## config.mk

```make
export PLATFORM = sky130hd
export DESIGN_NAME = spi_shifter
export DESIGN_NICKNAME = d
export VERILOG_FILES = /design/src/rtl/spi_shift_pkg.sv /design/src/rtl/spi_strobe_sel.sv /design/src/rtl/spi_shifter.sv
export SDC_FILE = /design/constraint.sdc
export NUM_CORES = 1
export LEC_CHECK = 0
export ABC_AREA = 0
export CAP_MARGIN = 10
export CORE_MARGIN = 10
export CORE_UTILIZATION = 50
export CTS_CLUSTER_DIAMETER = 120
export DETAILED_ROUTE_END_ITERATION = 10
export PLACE_DENSITY = 0.75
export SLEW_MARGIN = 20
export SYNTH_ARGS = -nofsm -noshare
export SYNTH_HDL_FRONTEND = slang
export SYNTH_SLANG_ARGS = --single-unit
```

## constraint.sdc

```tcl
create_clock -name PCLK -period 5.44 [get_ports PCLK]
set_input_delay 1.088 -clock PCLK [delete_from_list [all_inputs] [get_ports PCLK]]
set_output_delay 1.088 -clock PCLK [all_outputs]
set_load 0.02 [all_outputs]
```

## src/rtl/spi_shift_pkg.sv

```systemverilog
// rtl/spi_shift_pkg.sv - shared types and constants for the SPI master serial data path
package spi_shift_pkg;

   // Default transfer word width in bits
   localparam int SPI_DATA_W = 8;

   // Shifter control states
   typedef enum logic [1:0] {
      IDLE   = 2'd0,
      LOADED = 2'd1,
      SHIFT  = 2'd2
   } spi_state_e;

endpackage

```

## src/rtl/spi_strobe_sel.sv

```systemverilog
// rtl/spi_strobe_sel.sv - cpol/cpha selection of the baud generator's send/receive strobe pair
module spi_strobe_sel (
   input  logic cpol_i,
   input  logic cpha_i,
   input  logic send_sclk_i,
   input  logic send_sclk0_i,
   input  logic recv_sclk_i,
   input  logic recv_sclk0_i,
   output logic tx_stb_o,
   output logic rx_stb_o
);

   // Modes 0 and 3 share one strobe pair; modes 1 and 2 use the *sclk0 pair
   logic use_sclk;

   assign use_sclk = (cpol_i == cpha_i);
   assign tx_stb_o = use_sclk ? send_sclk_i : send_sclk0_i;
   assign rx_stb_o = use_sclk ? recv_sclk_i : recv_sclk0_i;

endmodule

```

## src/rtl/spi_shifter.sv

```systemverilog
// rtl/spi_shifter.sv - SPI master word shifter (MOSI drive, MISO capture); option macro SPI_SHIFT_LSBFE_EN
module spi_shifter
   import spi_shift_pkg::*;
#(
   parameter int DATA_W = SPI_DATA_W
) (
   input  logic              PCLK,
   input  logic              PRESET,
   input  logic              ss_i,
   input  logic              cpol_i,
   input  logic              cpha_i,
   input  logic              lsbfe_i,
   input  logic              send_data_i,
   input  logic [DATA_W-1:0] data_mosi_i,
   input  logic              miso_i,
   input  logic              mosi_send_sclk_i,
   input  logic              mosi_send_sclk0_i,
   input  logic              miso_recieve_sclk_i,
   input  logic              miso_recieve_sclk0_i,
   output logic              mosi_o,
   output logic [DATA_W-1:0] data_miso_o,
   output logic              receive_data_o,
   output logic              tx_busy_o
);

   localparam int CW = $clog2(DATA_W + 1);
   localparam int IW = $clog2(DATA_W);

   spi_state_e        state_q, state_d;
   logic [DATA_W-1:0] tx_reg_q, tx_reg_d;
   logic [DATA_W-1:0] rx_reg_q, rx_reg_d;
   logic [CW-1:0]     tx_cnt_q, tx_cnt_d;
   logic [CW-1:0]     rx_cnt_q, rx_cnt_d;
   logic              mosi_q, mosi_d;
   logic [DATA_W-1:0] data_miso_q, data_miso_d;
   logic              rcv_q, rcv_d;
   logic              tx_stb, rx_stb;
   logic [IW-1:0]     tx_idx, rx_idx;

   spi_strobe_sel u_strobe_sel (
      .cpol_i       (cpol_i),
      .cpha_i       (cpha_i),
      .send_sclk_i  (mosi_send_sclk_i),
      .send_sclk0_i (mosi_send_sclk0_i),
      .recv_sclk_i  (miso_recieve_sclk_i),
      .recv_sclk0_i (miso_recieve_sclk0_i),
      .tx_stb_o     (tx_stb),
      .rx_stb_o     (rx_stb)
   );

   // Counters index only while below DATA_W, so the low IW bits address the word
`ifdef SPI_SHIFT_LSBFE_EN
   logic lsb_q, lsb_d;

   assign tx_idx = lsb_q ? tx_cnt_q[IW-1:0] : (IW'(DATA_W - 1) - tx_cnt_q[IW-1:0]);
   assign rx_idx = lsb_q ? rx_cnt_q[IW-1:0] : (IW'(DATA_W - 1) - rx_cnt_q[IW-1:0]);
`else
   logic unused_lsbfe;

   assign unused_lsbfe = lsbfe_i;
   assign tx_idx = IW'(DATA_W - 1) - tx_cnt_q[IW-1:0];
   assign rx_idx = IW'(DATA_W - 1) - rx_cnt_q[IW-1:0];
`endif

   // State register and datapath registers, asynchronously cleared
   always_ff @(posedge PCLK or posedge PRESET) begin
      if (PRESET) begin
         state_q     <= IDLE;
         tx_reg_q    <= '0;
         rx_reg_q    <= '0;
         tx_cnt_q    <= '0;
         rx_cnt_q    <= '0;
         mosi_q      <= 1'b0;
         data_miso_q <= '0;
         rcv_q       <= 1'b0;
`ifdef SPI_SHIFT_LSBFE_EN
         lsb_q       <= 1'b0;
`endif
      end else begin
         state_q     <= state_d;
         tx_reg_q    <= tx_reg_d;
         rx_reg_q    <= rx_reg_d;
         tx_cnt_q    <= tx_cnt_d;
         rx_cnt_q    <= rx_cnt_d;
         mosi_q      <= mosi_d;
         data_miso_q <= data_miso_d;
         rcv_q       <= rcv_d;
`ifdef SPI_SHIFT_LSBFE_EN
         lsb_q       <= lsb_d;
`endif
      end
   end

   // Next-state logic: load, shift on strobes, complete on last receive strobe, abort on ss high
   always_comb begin
      state_d     = state_q;
      tx_reg_d    = tx_reg_q;
      rx_reg_d    = rx_reg_q;
      tx_cnt_d    = tx_cnt_q;
      rx_cnt_d    = rx_cnt_q;
      mosi_d      = mosi_q;
      data_miso_d = data_miso_q;
      rcv_d       = 1'b0;
`ifdef SPI_SHIFT_LSBFE_EN
      lsb_d       = lsb_q;
`endif
      case (state_q)
         IDLE: begin
            if (send_data_i && !ss_i) begin
               tx_reg_d = data_mosi_i;
`ifdef SPI_SHIFT_LSBFE_EN
               lsb_d    = lsbfe_i;
`endif
               tx_cnt_d = '0;
               rx_cnt_d = '0;
               state_d  = LOADED;
            end
         end
         LOADED: begin
            if (ss_i) begin
               state_d  = IDLE;
               tx_cnt_d = '0;
               rx_cnt_d = '0;
               mosi_d   = 1'b0;
            end else if (tx_stb) begin
               mosi_d   = tx_reg_q[tx_idx];
               tx_cnt_d = CW'(1);
               state_d  = SHIFT;
            end
         end
         SHIFT: begin
            if (ss_i) begin
               state_d  = IDLE;
               tx_cnt_d = '0;
               rx_cnt_d = '0;
               mosi_d   = 1'b0;
            end else begin
               if (tx_stb && (tx_cnt_q < CW'(DATA_W))) begin
                  mosi_d   = tx_reg_q[tx_idx];
                  tx_cnt_d = tx_cnt_q + CW'(1);
               end
               if (rx_stb) begin
                  rx_reg_d[rx_idx] = miso_i;
                  rx_cnt_d         = rx_cnt_q + CW'(1);
                  if (rx_cnt_q == CW'(DATA_W - 1)) begin
                     data_miso_d = rx_reg_d;
                     rcv_d       = 1'b1;
                     state_d     = IDLE;
                     tx_cnt_d    = '0;
                     rx_cnt_d    = '0;
                  end
               end
            end
         end
         default: begin
            state_d = IDLE;
         end
      endcase
   end

   assign mosi_o         = mosi_q;
   assign data_miso_o    = data_miso_q;
   assign receive_data_o = rcv_q;
   assign tx_busy_o      = (state_q != IDLE);

endmodule

```

## Word-level counts from Yosys, hierarchy flattened

Cells that the tools add are included.

- Bits of input ports: 20
- Register bits: 36

- Eq/ne operators: 10
- Muxes and demuxes: 36
- Order comparisons: 4
- Bitwise gates (word level): 1
- Add/sub/neg operators: 4
- Reduce and logical (&&, ||, !) cells: 15

Operators by type and width:

| operator | number |
|---|---|
| two-way mux 4 bit | 11 |
| case mux 4 bit (3 select lines) | 2 |
| two-way mux 1 bit | 12 |
| two-way mux 2 bit | 6 |
| inequality test 3 bit (second input constant) | 4 |
| AND reduction 4 bit | 3 |
| AND reduction 3 bit | 3 |
| adder 4 x 1 -> 4 bit (second input constant) | 2 |
| bitwise mux 8 bit | 1 |
| < comparator 3 x 4 -> 1 bit (second input constant) | 2 |
| case mux 2 bit (3 select lines) | 1 |
| subtractor 3 bit (first input constant) | 2 |
| equality test 4 x 3 -> 1 bit (second input constant) | 1 |
| < comparator 4 bit (second input constant) | 1 |
| inequality test 2 bit (second input constant) | 2 |
| nonzero test 2 bit | 2 |
| binary-select mux 1 bit (select 3 bit) | 1 |
| demux 1 bit (select 3 bit) | 1 |
| >= comparator 3 x 1 -> 1 bit (second input constant) | 1 |
| logical AND 1 bit | 3 |
| nonzero test 3 bit | 1 |
| equality test 2 x 1 -> 1 bit (second input constant) | 1 |
| equality test 2 bit (second input constant) | 1 |
| logical NOT 2 bit | 1 |
| other kinds (5) | 5 |

## Logic depth before layout (Yosys ltp)

Gate-level depths: netlist of the first run.

- Word-level depth: 8
- Mapped depth: 8

## Cells and area by module

From an unflattened synthesis of the first run, not the netlist that was laid out.

- Cells, all modules: 183
- Area, all modules: 2,016.9 sq um

Modules (own cells, without submodules):

| module | cells each | times used | area an instance (sq um) | seq. area each (sq um) |
|---|---|---|---|---|
| spi_shifter | 180 | 1 | 1,985.7 | 900.9 |
| spi_strobe_sel | 3 | 1 | 31.3 | 0.0 |

## Worst setup path before layout of the first run

Ideal clock, no wire load.

- Path type: input-to-reg
- Start: input cpha_i
- End: register rx_reg_q[1]
- Library setup time: 0.125 ns
- Data required time: 5.315 ns
- Setup slack: 3.079 ns
- Arrival: 2.236 ns
- Cell stages on the path: 5
- Cell sequence: xor2_2 > mux2_2 > nand2_1 > nor2_1 > mux2_2

- Word-level cells in the longest chain between the ends: 3

RTL lines:

| item | line | source |
|---|---|---|
| start: declaration | spi_shifter.sv:11 | `input logic cpha_i,` |
| equality test 1 bit | spi_strobe_sel.sv:16 | `assign use_sclk = (cpol_i == cpha_i);` |
| two-way mux 1 bit | spi_strobe_sel.sv:18 | `assign rx_stb_o = use_sclk ? recv_sclk_i : recv_sclk0_i;` |
| AND reduction 3 bit (no source line) | - |  |
| end signal: assignment | spi_shifter.sv:82 | `rx_reg_q <= rx_reg_d;` |
| end: declaration | spi_shifter.sv:31 | `logic [DATA_W-1:0] rx_reg_q, rx_reg_d;` |

No other way between the ends.
A chain may end at the register's enable or synchronous reset.

## Worst setup path after layout of the first run

- Start: register state_q[1]
- End: output tx_busy_o

- Word-level cells in the longest chain between the ends: 1

RTL lines:

| item | line | source |
|---|---|---|
| start: declaration | spi_shifter.sv:29 | `spi_state_e state_q, state_d;` |
| start signal: assignment | spi_shifter.sv:80 | `state_q <= state_d;` |
| nonzero test 2 bit | spi_shifter.sv:164 | `assign tx_busy_o = (state_q != IDLE);` |
| end: declaration | spi_shifter.sv:23 | `output logic tx_busy_o` |

No other way between the ends.

==> results of run 1 <==
==> cell usage after synthesis (all sizes together) (5+ instances only) <==
cell	n
a21oi	11
dfrtp	36
ha	6
inv	8
mux2	18
mux2i	11
nand2	12
nand3	6
nand3b	5
nor2	17
o21ai	7
==> stage by stage <==
step | utilization [%] | area, sq um | instances
6_report | 63.8 | 2370 | 260
5_1_grt | 63.8 | 2370 | 260
4_1_cts | 63.8 | 2370 | 260
3_5_place_dp | 61.4 | 2280 | 252
3_3_place_gp | 61.4 | 2280 | 252
2_1_floorplan | - | 1960 | 180
==> worst paths after layout <==
check,start,to,cells past startpoint
max,state_q[1],tx_busy_o,4
min,mosi_o,mosi_o,1
max reg2reg,state_q[0],tx_cnt_q[2],7
min reg2reg,mosi_o,mosi_o,1
max in group asynchronous,PRESET,rx_reg_q[1],3
min in group asynchronous,PRESET,tx_reg_q[4],3
==> sequential cells by signal (all words and copies together), names as in the netlist <==
register        flops
data_miso_o         8
tx_cnt_q            4
rx_cnt_q            4
tx_reg_q            8
receive_data_o      1
state_q             2
mosi_o              1
rx_reg_q            8
==> layer usage <==
layer  global-route usage (%)  part of all wire (%)
met1                     17.0                    44
met2                     21.7                    47
met3                     5.51                   7.6
met4                     5.02                   1.5
met5                        0                     0
==> power by group <==
group	internal [mW]	total [mW]	switching (mW)	leakage [nW]
logic	0.130	0.264	0.134	0.515
registers	0.318	0.353	0.0354	0.481
clock network	0.103	0.194	0.0909	0.0455
total	0.551	0.811	0.260	1.04
==> cells in the final DEF (no fill, tap or decap), types with 3 or more instances in the layout <==
| cell type | instances |
|---|---|
| mux2_2 | 17 |
| clkbuf_8 | 6 |
| o211ai_1 | 3 |
| nand4b_1 | 3 |
| clkdlybuf4s50_1 | 29 |
| nand2_1 | 11 |
| nor3b_1 | 3 |
| nand3b_1 | 5 |
| nand3_1 | 6 |
| nand2b_1 | 4 |
| a21oi_1 | 11 |
| ha_1 | 6 |
| o21ai_0 | 7 |
| mux2i_1 | 11 |
| dfrtp_1 | 36 |
| inv_1 | 8 |
| nor2_1 | 17 |
==> critical path, cell delays in order (launching register included) <==
cell and delay [ps]:
dfrtp_1 410, inv_1 90, ha_1 200, inv_1 100, clkdlybuf4s50_1 620
==> cell families (layout without fill, tap and decap cells) <==
kind of cell / after synthesis / count (layout) / share of synthesized area [%]
simple gates: 62 / 62 / 17.7
flops: 36 / 36 / 46.1
fa+ha+maj: 6 / 6 / 3.84
mux: 31 / 31 / 18.5
xor+xnor: 1 / 1 / 0.832
compound gates: 30 / 30 / 9.98
buf+inv: 14 / 46 / 3.13
==> cell type report <==
cell class,count,area [sq um]
Clock buffer,8,90.1
Fill cell,305,1340
Inverter,8,30.0
Multi-Input combinational cell,130,993
Sequential cell,36,901
Tap cell,48,60.1
Timing Repair Buffer,30,298
==> metrics.yaml, run 1 <==
status: "completed"
async_reset_ff_share_pct: 100
synth-edff-count: 0
hold_violations: 0
finalClockSkew_ps: 3.92
grt_usage_pct: 13.9
hold_slack_ps: 502
worst_slew_pin_slew_ps: 597
ys.flop_type: "dfrtp_1"
place_congestion: 0.846
port-buffer-count: 29
grt_setup_unrepaired: "no"
ys_seq_area_share_pct: 46.1
row_count: 22
worstSkewPairLatency_ps: 290
worstSetupPathType: "reg2out"
synth-seq-cells: 36
die-area_sq_um: 6810
cts_setup_buffers: 0
wl_per_cell_um: 16.1
grt-ovfl-total: 0
critPathArrivalTime_ps: 1710
p_leak_nw: 1.04
cts_num_sinks: 36
p_per_area_nw_per_um2: 342
ys_types: 39
fin_crit_sh_pct: 51.4
drt_iter0_markers: 102
start_kind: "register"
cts_made_buffers: 5
hold_path.class: "reg2reg"
synth_fp_nets: 206
io-pin-count: 31
drt_pre_antenna_iters: 4
grt_pass1_vias: 1533
nets: 237
avgSynthCellArea_sq_um: 10.9
synth_cells: 180
tns_ps: 0
period_needed_ps: 2800
die_w_um: 82.5
die_h_um: 82.5
yosysTopAreaCell: "dfrtp_1"
yosys.area.top_type_share_pct: 46.1
pre_cts_slack_ps: 2380
crit_fanout: 4
cts-htree-levels: 2
clock_path_buffers: 2
fmax_mhz: 358
grt_pass1_wl_mm: 7.38
ir_worst_vdd_mv: 0.235
drv_slew: 0
reg2reg_slack_ps: 3230
worstSetupEndpointType: "primary output"
ys_warn_count: 0
clkTransAtPathRegs_ps: 70
finalSetupViolations: 0
antenna_found_initial: 0
hold_buffers: 0
core-area_sq_um: 3720
dp_hpwl_mm: 3.08
drt_wl_total_mm: 4.17
synth_area_sq_um: 1960
crit_required_ps: 4350
via_count: 1450
cts_resized: 0
cts_root_buf: "clkbuf_8"
yosys-top-cells-area: "dfrtp_1 (46%), mux2_2 (9.8%), mux2i_1 (5.6%)"
synthToLayoutAreaGrowth_pct: 21.3
setup_ws_ps: 2640
max-cap-violations: 0
tritoncts: "done"
drc_errors: 0
diodes: 0
relSlewSlack_pct: 60.1
grt_max_degree: 37
initial_core_util_pct: 52.6
total_power_mw: 0.811
viasPerCell: 5.58
ant_nets: 0
drive_above_1_share_pct: 16.0
Note: power is estimated with default switching activity, not from simulation.
==> run 2, diff against run 1 <==
==> constraint.sdc (replaced) <==
create_clock -name PCLK -period 2.8 [get_ports PCLK]
set_input_delay 0.56 -clock PCLK [delete_from_list [all_inputs] [get_ports PCLK]]
set_output_delay 0.56 -clock PCLK [all_outputs]
set_load 0.02 [all_outputs]
==> run 2 against run 1 <==
Effect of this change: global-route usage down 0.22 points; count of clock-buffer cells in the layout down 2; die area unchanged; worst hold slack worse by 1.4 ps; critical endpoint unchanged; largest power group unchanged.
==> metrics.yaml, run 2 (synthesis results as in run 1) <==
worstSkewPairLatency_ps: 280
p_leak_nw: 1.05
drv_slew: 0
grt_setup_unrepaired: "no"
final_design_area_no_fill_sq_um: 2370
die_w_um: 82.5
crit_fanout: 3
cts-htree-levels: 2
diodes: 0
crit_required_ps: 2240
timing.rr.start: "rx_cnt_q[0]"
p_per_area_nw_per_um2: 653
cts_resized: 0
drt_wl_total_mm: 4.21
cts_num_sinks: 36
drt_pre_antenna_iters: 4
wl_met1_mm: 1.79
final_common_cell: "dfrtp_1"
ir_worst_vdd_mv: 0.513
hold_path.class: "reg2reg"
worst_slew_pin_slew_ps: 454
mostFrequentLayoutCells: "dfrtp_1 (36), clkdlybuf4s50_1 (29), nor2_1 (17), mux2_2 (17)"
viasPerCell: 5.60
drc_errors: 0
nets: 239
worst_path_largest_cell_delay_ps: 620
setup_ws_ps: 538
drive_above_1_share_pct: 16.9
status: "completed"
tritoncts: "done"
antenna_found_initial: 0
max-cap-violations: 0
core-area_sq_um: 3720
hold_slack_ps: 500
worstSetupEndpointType: "primary output"
grt_pass1_vias: 1521
clock_path_buffers: 2
period_needed_ps: 2260
wl_met2_mm: 2.03
finalSetupViolations: 0
initial_core_util_pct: 52.6
cts_made_buffers: 5
io-pin-count: 31
crit_top_cell: "inv_1"
grt_pass1_wl_mm: 7.36
critPathLaunch: "state_q[0]"
fmax_mhz: 442
place_congestion: 0.834
cts_root_buf: "clkbuf_8"
synthToLayoutAreaGrowth_pct: 21.4
worstPathCellList: "inv_1, ha_1, inv_1, clkdlybuf4s50_1"
dp_hpwl_mm: 3.16
row_count: 22
relSlewSlack_pct: 68.9
grt_usage_pct: 13.7
critPathArrivalTime_ps: 1700
clkTransAtPathRegs_ps: 70
drt_iter0_markers: 135
ant_nets: 0
hp-start: "rx_reg_q[7]"
hold_violations: 0
fin_crit_sh_pct: 80.8
dr.max_layer_used: "met4"
die_h_um: 82.5
wl_met3_um: 375
port-buffer-count: 29
worstSetupPathType: "reg2out"
pre_cts_slack_ps: 302
total_power_mw: 1.55
grt-ovfl-total: 0
via_count: 1462
wl_per_cell_um: 16.1
cts_setup_buffers: 0
tns_ps: 0
finalClockSkew_ps: 6.29
hold_buffers: 0
die-area_sq_um: 6810
start_kind: "register"
cp_slowest_cell: "clkdlybuf4s50_1"
grt_max_degree: 37
placed_area_sq_um: 2300
fillCellCount: 315
-- run 2: cell count changes in the layout (fill, tap and decap cells not counted) --
cell      delta
clkbuf_1     -1
clkinv_2     +1
buf_4        +2
clkbuf_8     -1
-- run 2: cell type report --
type	instances	area, sq um	area share [%]
multi-input cells	130	993	41.8
clock inverters	1	5.00	0.211
well taps	48	60.1	2.53
clock buffers	6	72.6	3.06
flip-flops and latches	36	901	37.9
repair buffers	32	313	13.2
inverters	8	30.0	1.26
-- run 2: through the flow --
step	utilization (%)	cells
finish	63.9	261
global route	63.9	261
CTS	63.9	261
detailed placement	61.8	254
global placement	61.8	254
floorplan	-	180
-- run 2: per-layer routing --
layer	vias to the layer above	track usage [%]
met4	0	3.01
met5	-	0
met3	4	5.83
met1	707	16.8
li1	704	-
met2	47	21.9
-- run 2: path summary, 6_finish.rpt --
check                              end  slack (ps)  cells past startpoint
max in group asynchronous  rx_cnt_q[2]        1790                      3
hold / removal             rx_reg_q[7]         500                      2
setup reg to reg           tx_cnt_q[1]         870                      6
setup / recovery             tx_busy_o         540                      4
hold reg to reg            rx_reg_q[7]         500                      2
min in group asynchronous  tx_reg_q[7]         690                      3
-- run 2: critical path, delay by kind of cell, from the launching register on --
family	cells	cell delay, ps
adder cells (fa/ha/maj)	1	220
buffers and inverters	3	820
flip-flops	1	390
-- run 2: where the power goes --
group	internal, mW	switching, mW
combinational	0.256	0.264
sequential	0.617	0.0735
clock	0.169	0.170
==> run 3, diff against run 2 <==
==> constraint.sdc (replaced) <==
create_clock -name PCLK -period 2.2 [get_ports PCLK]
set_input_delay 0.44 -clock PCLK [delete_from_list [all_inputs] [get_ports PCLK]]
set_output_delay 0.44 -clock PCLK [all_outputs]
set_load 0.02 [all_outputs]
==> run 3 against run 2 <==
Effect of this change: routed wire length shrank 2.8%; worst hold slack lost 7.4 ps; die area is the same; via count shrank 0.27%; total power grew 39%; register-to-register slack lost 570 ps; sequential share of layout area shrank 1.4 points; clock power grew 66%; critical path depth grew 4; sequential power grew 26%; clock skew shrank 3.0 ps; global-route usage shrank 0.46 points; critical path type is now in2reg; critical endpoint is now data_miso_o[3]; largest cell class unchanged.
==> metrics.yaml, run 3 (synthesis results as in run 1) <==
nets: 245
p_per_area_nw_per_um2: 872
grt_pass1_wl_mm: 6.98
drt_wl_total_mm: 4.09
diodes: 0
die-area_sq_um: 6810
drc_errors: 0
tns_ps: 0
dp_hpwl_mm: 3.08
port-buffer-count: 29
period_needed_ps: 2060
critPathArrivalTime_ps: 2230
fmax_mhz: 486
clock_path_buffers: 2
grt_max_degree: 37
cts_root_buf: "clkbuf_8"
hold_slack_ps: 493
drv_slew: 0
wl_per_cell_um: 15.3
drt_pre_antenna_iters: 4
worstSetupPathType: "in2reg"
cts_num_sinks: 36
hold_violations: 0
die_w_um: 82.5
drt_iter0_markers: 68
cts_resized: 0
tritoncts: "done"
worstSkewPairLatency_ps: 290
crit_required_ps: 2370
cts_made_buffers: 5
finalSetupViolations: 0
core-area_sq_um: 3720
die_h_um: 82.5
total_power_mw: 2.15
final_common_cell: "dfrtp_1"
ir_worst_vdd_mv: 0.656
initial_core_util_pct: 52.6
finalClockSkew_ps: 3.33
cts-htree-levels: 2
status: "completed"
reg2reg_slack_ps: 300
grt_pass1_vias: 1488
place_congestion: 0.857
mostFrequentLayoutCells: "dfrtp_1 (36), clkdlybuf4s50_1 (28), nor2_1 (17), mux2_2 (17)"
grt_usage_pct: 13.2
p_leak_nw: 1.10
drive_above_1_share_pct: 19.5
cts_setup_buffers: 0
antenna_found_initial: 0
io-pin-count: 31
fillCellCount: 284
ant_nets: 0
grt-ovfl-total: 0
hold_path.class: "reg2reg"
crit_fanout: 17
viasPerCell: 5.44
worstSetupEndpointType: "register"
grt_setup_unrepaired: "no"
clkTransAtPathRegs_ps: 70
via_count: 1458
row_count: 22
max-cap-violations: 0
synthToLayoutAreaGrowth_pct: 26.0
fin_crit_sh_pct: 93.5
start_kind: "primary input"
worst_slew_pin_slew_ps: 471
hold_buffers: 0
relSlewSlack_pct: 67.7
[run 3: report_power, final]
part,switching (mW),leakage (nW),internal [mW]
Clock,0.227,0.0552,0.336
Combinational,0.351,0.564,0.365
Sequential,0.0838,0.481,0.785
Total,0.662,1.10,1.49
[run 3: routing by layer]
| metal | GRT usage (%) | vias to the layer above | wire (um) |
|---|---|---|---|
| met1 | 16.3 | 703 | 1810 |
| met3 | 5.29 | 5 | 280 |
| met2 | 20.4 | 27 | 1940 |
| li1 | - | 723 | - |
| met4 | 5.02 | 0 | 61 |
| met5 | 0 | - | 0 |
[run 3: cell type report]
| type | instances | area [sq um] | area share, % |
|---|---|---|---|
| clock buffer | 6 | 72.6 | 2.94 |
| clock inverter | 2 | 35.0 | 1.42 |
| inverter | 8 | 30.0 | 1.22 |
| multi-input combinational | 130 | 993 | 40.3 |
| sequential | 36 | 901 | 36.5 |
| tap | 48 | 60.1 | 2.44 |
| timing repair buffer | 38 | 373 | 15.1 |
[run 3: critical path: stages]
cell and delay (ps):
clkdlybuf4s50_1 500, xor2_2 280, buf_4 170, mux2i_1 430, nor3_4 90, buf_12 160, nor2_1 100, a21oi_1 50
[run 3: final timing paths]
kind / start / to / depth (start not counted)
max: cpol_i / data_miso_o[3] / 8
min: rx_reg_q[7] / rx_reg_q[7] / 2
max reg2reg: state_q[0] / tx_cnt_q[2] / 7
min reg2reg: rx_reg_q[7] / rx_reg_q[7] / 2
max in group asynchronous: PRESET / tx_cnt_q[2] / 3
min in group asynchronous: PRESET / tx_reg_q[0] / 3
[run 3: metrics by stage]
step | util (%) | instance area (sq um) | setup WS, ps | instances
final | 66.3 | 2460 | 144 | 268
after global routing | 66.3 | 2460 | 17.0 | 268
after CTS | 66.3 | 2460 | 46.1 | 268
after detailed placement | 63.4 | 2350 | -151 | 260
after global placement | 63.4 | 2350 | -82.9 | 260
after floorplan | - | 1960 | 311 | 180
